<file path="config.mk">
export PLATFORM = sky130hd
export DESIGN_NAME = pwm_generator
export DESIGN_NICKNAME = d
export VERILOG_FILES = /design/src/rtl/pwm_generator.sv
export SDC_FILE = /design/constraint.sdc
export NUM_CORES = 1
export LEC_CHECK = 0
export ABC_AREA = 1
export CORE_AREA = 2 2 39 41
export DETAILED_ROUTE_END_ITERATION = 10
export DIE_AREA = 0 0 41 43
export SLEW_MARGIN = 40
export SYNTH_ARGS = -nofsm -noshare
export SYNTH_HDL_FRONTEND = slang
export SYNTH_SLANG_ARGS = --single-unit
</file>
<file path="constraint.sdc">
create_clock -name i_clk -period 1.5 [get_ports i_clk]
set_input_delay 0.3 -clock i_clk [delete_from_list [all_inputs] [get_ports i_clk]]
set_output_delay 0.3 -clock i_clk [all_outputs]
set_load 0.05 [all_outputs]
</file>
<file path="src/rtl/pwm_generator.sv">
// pwm_generator: fixed-ratio PWM source.
// o_pulse is high for PULSE_DURATION cycles out of every PULSE_PERIOD cycles.
// The first high cycle follows the first rising edge after reset is released.
// Optional feature macro: PWM_GENERATOR_CYCLE_START_EN adds o_cycle_start,
// a one-cycle strobe on the first cycle of each period.
module pwm_generator #(
    parameter int PULSE_DURATION = 4,
    parameter int PULSE_PERIOD   = 8
) (
    input  logic i_clk,
    input  logic i_rst,
`ifdef PWM_GENERATOR_CYCLE_START_EN
    output logic o_cycle_start,
`endif
    output logic o_pulse
);

    localparam int CNT_W = (PULSE_PERIOD > 1) ? $clog2(PULSE_PERIOD) : 1;
    localparam logic [CNT_W-1:0] CNT_LAST = CNT_W'(PULSE_PERIOD - 1);
    // One extra bit so PULSE_DURATION == PULSE_PERIOD == 2**CNT_W still compares correctly
    localparam logic [CNT_W:0] DUR = (CNT_W + 1)'(PULSE_DURATION);

    if (PULSE_PERIOD < 1) begin : g_bad_period
        $error("pwm_generator: PULSE_PERIOD must be at least 1");
    end
    if (PULSE_DURATION < 0 || PULSE_DURATION > PULSE_PERIOD) begin : g_bad_duration
        $error("pwm_generator: PULSE_DURATION must lie in 0..PULSE_PERIOD");
    end

    logic [CNT_W-1:0] cnt_q, cnt_d;
    logic             pulse_q, pulse_d;
`ifdef PWM_GENERATOR_CYCLE_START_EN
    logic             cycle_start_q, cycle_start_d;
`endif

    // Next-state: wrap the counter at the last period cycle, decode outputs from the pre-edge count
    always_comb begin
        cnt_d   = (cnt_q == CNT_LAST) ? '0 : cnt_q + 1'b1;
        pulse_d = ({1'b0, cnt_q} < DUR);
`ifdef PWM_GENERATOR_CYCLE_START_EN
        cycle_start_d = (cnt_q == '0);
`endif
    end

    // State and registered outputs, cleared asynchronously by reset
    always_ff @(posedge i_clk or posedge i_rst) begin
        if (i_rst) begin
            cnt_q   <= '0;
            pulse_q <= 1'b0;
`ifdef PWM_GENERATOR_CYCLE_START_EN
            cycle_start_q <= 1'b0;
`endif
        end else begin
            cnt_q   <= cnt_d;
            pulse_q <= pulse_d;
`ifdef PWM_GENERATOR_CYCLE_START_EN
            cycle_start_q <= cycle_start_d;
`endif
        end
    end

    assign o_pulse = pulse_q;
`ifdef PWM_GENERATOR_CYCLE_START_EN
    assign o_cycle_start = cycle_start_q;
`endif

endmodule

</file>
==> impl_metrics.ini <==
[run_status]
outcome = completed

[synthesis]
synthCells = 11
ys_seq_elements = 4
ys_types = 4
netlist_area_um2 = 144
seq_area_frac_synth_pct = 69.6
yosysWarnings = 0
synthesis.nets = 15
avgSynthCellArea_um2 = 13.1

[setup_path]
crit_chain = buf_12
r2r_setup_slack_ns = 0.56
r2r-end = cnt_q[2]
rr_worst_depth = 2
cpPeakStageDelay_ns = 0.38
path_class = flop to output port
critPathRequiredTime_ns = 1.20
crit_slowest_cell = dfrtp_1
cp.arrival_ns = 0.77
startpoint = o_pulse
cp-endpoint = o_pulse
crit_family = flip-flops
start_kind = flop
critical_path.max_fanout = 1
path_depth = 1
critPathBufInv = 1
critPathCaptureType = output port
rr_startpoint = cnt_q[0]

[drt]
totalWireLength_um = 181
antenna_left = 0
drt-initial-drc-count = 2
vias = 82
firstDrtPassIters = 2
drc_errors = 0
viasPerCell = 2.56
post_drt_wl_per_cell_um = 5.66

[placed_design]
place_ws_ns = 0.557
placed_area_um2 = 194
port_buffers = 2
place.gp.congestion = 0.630
place_inst = 29

[cells_and_area]
syn2layout_area_growth_pct = 50.4
fin_nets = 22
final_cell_mix = 4 x dfrtp_1, 3 x inv_1, 3 x clkbuf_4
design_area_um2 = 216
diodes = 0
stdcell_count = 32
layout-drive-gt1-share_pct = 25.0
final_common_cell = dfrtp_1
nFillCells = 150

[pwr]
total_power_uw = 242
power.density_mw_per_mm2 = 1120
p_leak_uw = 0.000114
vdd_ir_drop_max_uv = 481

[sta]
slew_headroom_pct = 89.7
grt_setup_unrepaired = no
layout_setup_ws_ns = 0.433
min_period_over_period_pct = 71.1
finClkSkew_ns = 0.00274
drv_slew = 0
tightest_slew_ns = 0.155
finalCriticalPeriod_ns = 1.07
report.final.hold_viol_count = 0
fmax_ghz = 0.937
final-setup-viol-count = 0
fin_setup_tns_ns = 0

[floorplanning]
initial_core_util_pct = 10.4
dieHeight_um = 43
dieArea_mm2 = 0.00176
core_area_mm2 = 0.00138
die_w_um = 41
rows = 14
ios = 3

[cts]
cts_resized = 0
h-tree-depth = 1
cts_sinks = 4
cts_tree = yes
cts_buffer_depth = 2
clk_pin_slew_ns = 0.04
hold_buffers = 0
cts_root_buffer = clkbuf_4
numCtsBuffers = 3
post-cts-setup-buffers = 0
clk-insertion-delay-late_ns = 0.23

[global_routing]
gr-total-overflow = 0
grt_start_max_net_pins = 5
grt_pass1_vias = 94
track_usage_pct = 4.03
grt_pass1_wl_um = 345
antenna_found_initial = 0

[worst_hold_path]
hold_path_class = input pin to async pin

[run]
max_cap_viol_count = 0
==> sequential cells by signal, indices dropped and copies added (netlist names) <==
signal,count
cnt_q,3
o_pulse,1
==> cell families (layout without fill, tap and decap cells) <==
family / count (synthesis) / count (layout) / share of synthesized area [%]
buffers and inverters: 3 / 8 / 7.83
and+or+nand+nor: 2 / 2 / 5.22
DFF: 4 / 4 / 69.6
adders and majority gates: 2 / 2 / 17.4
==> through the flow <==
| stage | hold slack, ns | util (%) |
|---|---|---|
| 2_1_floorplan | 0.0661 | - |
| 3_3_place_gp | 0.409 | 14.0 |
| 3_5_place_dp | 0.421 | 14.0 |
| 4_1_cts | 0.251 | 15.6 |
| 5_1_grt | 0.273 | 15.6 |
| 6_report | 0.255 | 15.6 |
==> power breakdown <==
| part | switching [µW] | internal, µW | total [µW] |
|---|---|---|---|
| Clock | 39.1 | 89.1 | 128 |
| Combinational | 2.27 | 2.44 | 4.71 |
| Sequential | 0 | 109 | 109 |
| Total | 41.4 | 200 | 242 |
==> area by class of cell <==
type,count,area (µm²),area share [%]
clock buffer,3,22.5,10.4
timing repair buffer,2,30.0,13.9
sequential,4,100,46.2
tap,16,20.0,9.25
inverter,3,11.3,5.20
multi-input combinational,4,32.5,15.0
==> Yosys cell counts <==
| master | number | area share, % |
|---|---|---|
| inv_1 | 3 | 7.8 |
| ha_1 | 2 | 17 |
| dfrtp_1 | 4 | 70 |
| nor2_1 | 2 | 5.2 |
==> worst min-delay path by stage <==
stage	start	cells past startpoint	slack (ns)	to
after floorplan	i_rst	1	0.07	cnt_q[0]
after global placement	cnt_q[2]	1	0.41	o_pulse
after detailed placement	cnt_q[0]	1	0.42	cnt_q[0]
after CTS	i_rst	2	0.25	cnt_q[2]
after global routing	i_rst	2	0.27	cnt_q[1]
final	i_rst	2	0.26	cnt_q[2]
==> per-layer routing <==
| metal | part of all wire, % | routed length [µm] | vias to the layer above | track usage, % |
|---|---|---|---|---|
| li1 | - | - | 42 | - |
| met5 | 0 | 0 | - | 0 |
| met1 | 53 | 96 | 35 | 3.26 |
| met4 | 3.3 | 6 | 0 | 4.00 |
| met2 | 27 | 48 | 3 | 2.81 |
| met3 | 16 | 29 | 2 | 7.85 |
Note: power is estimated with default switching activity, not from simulation.
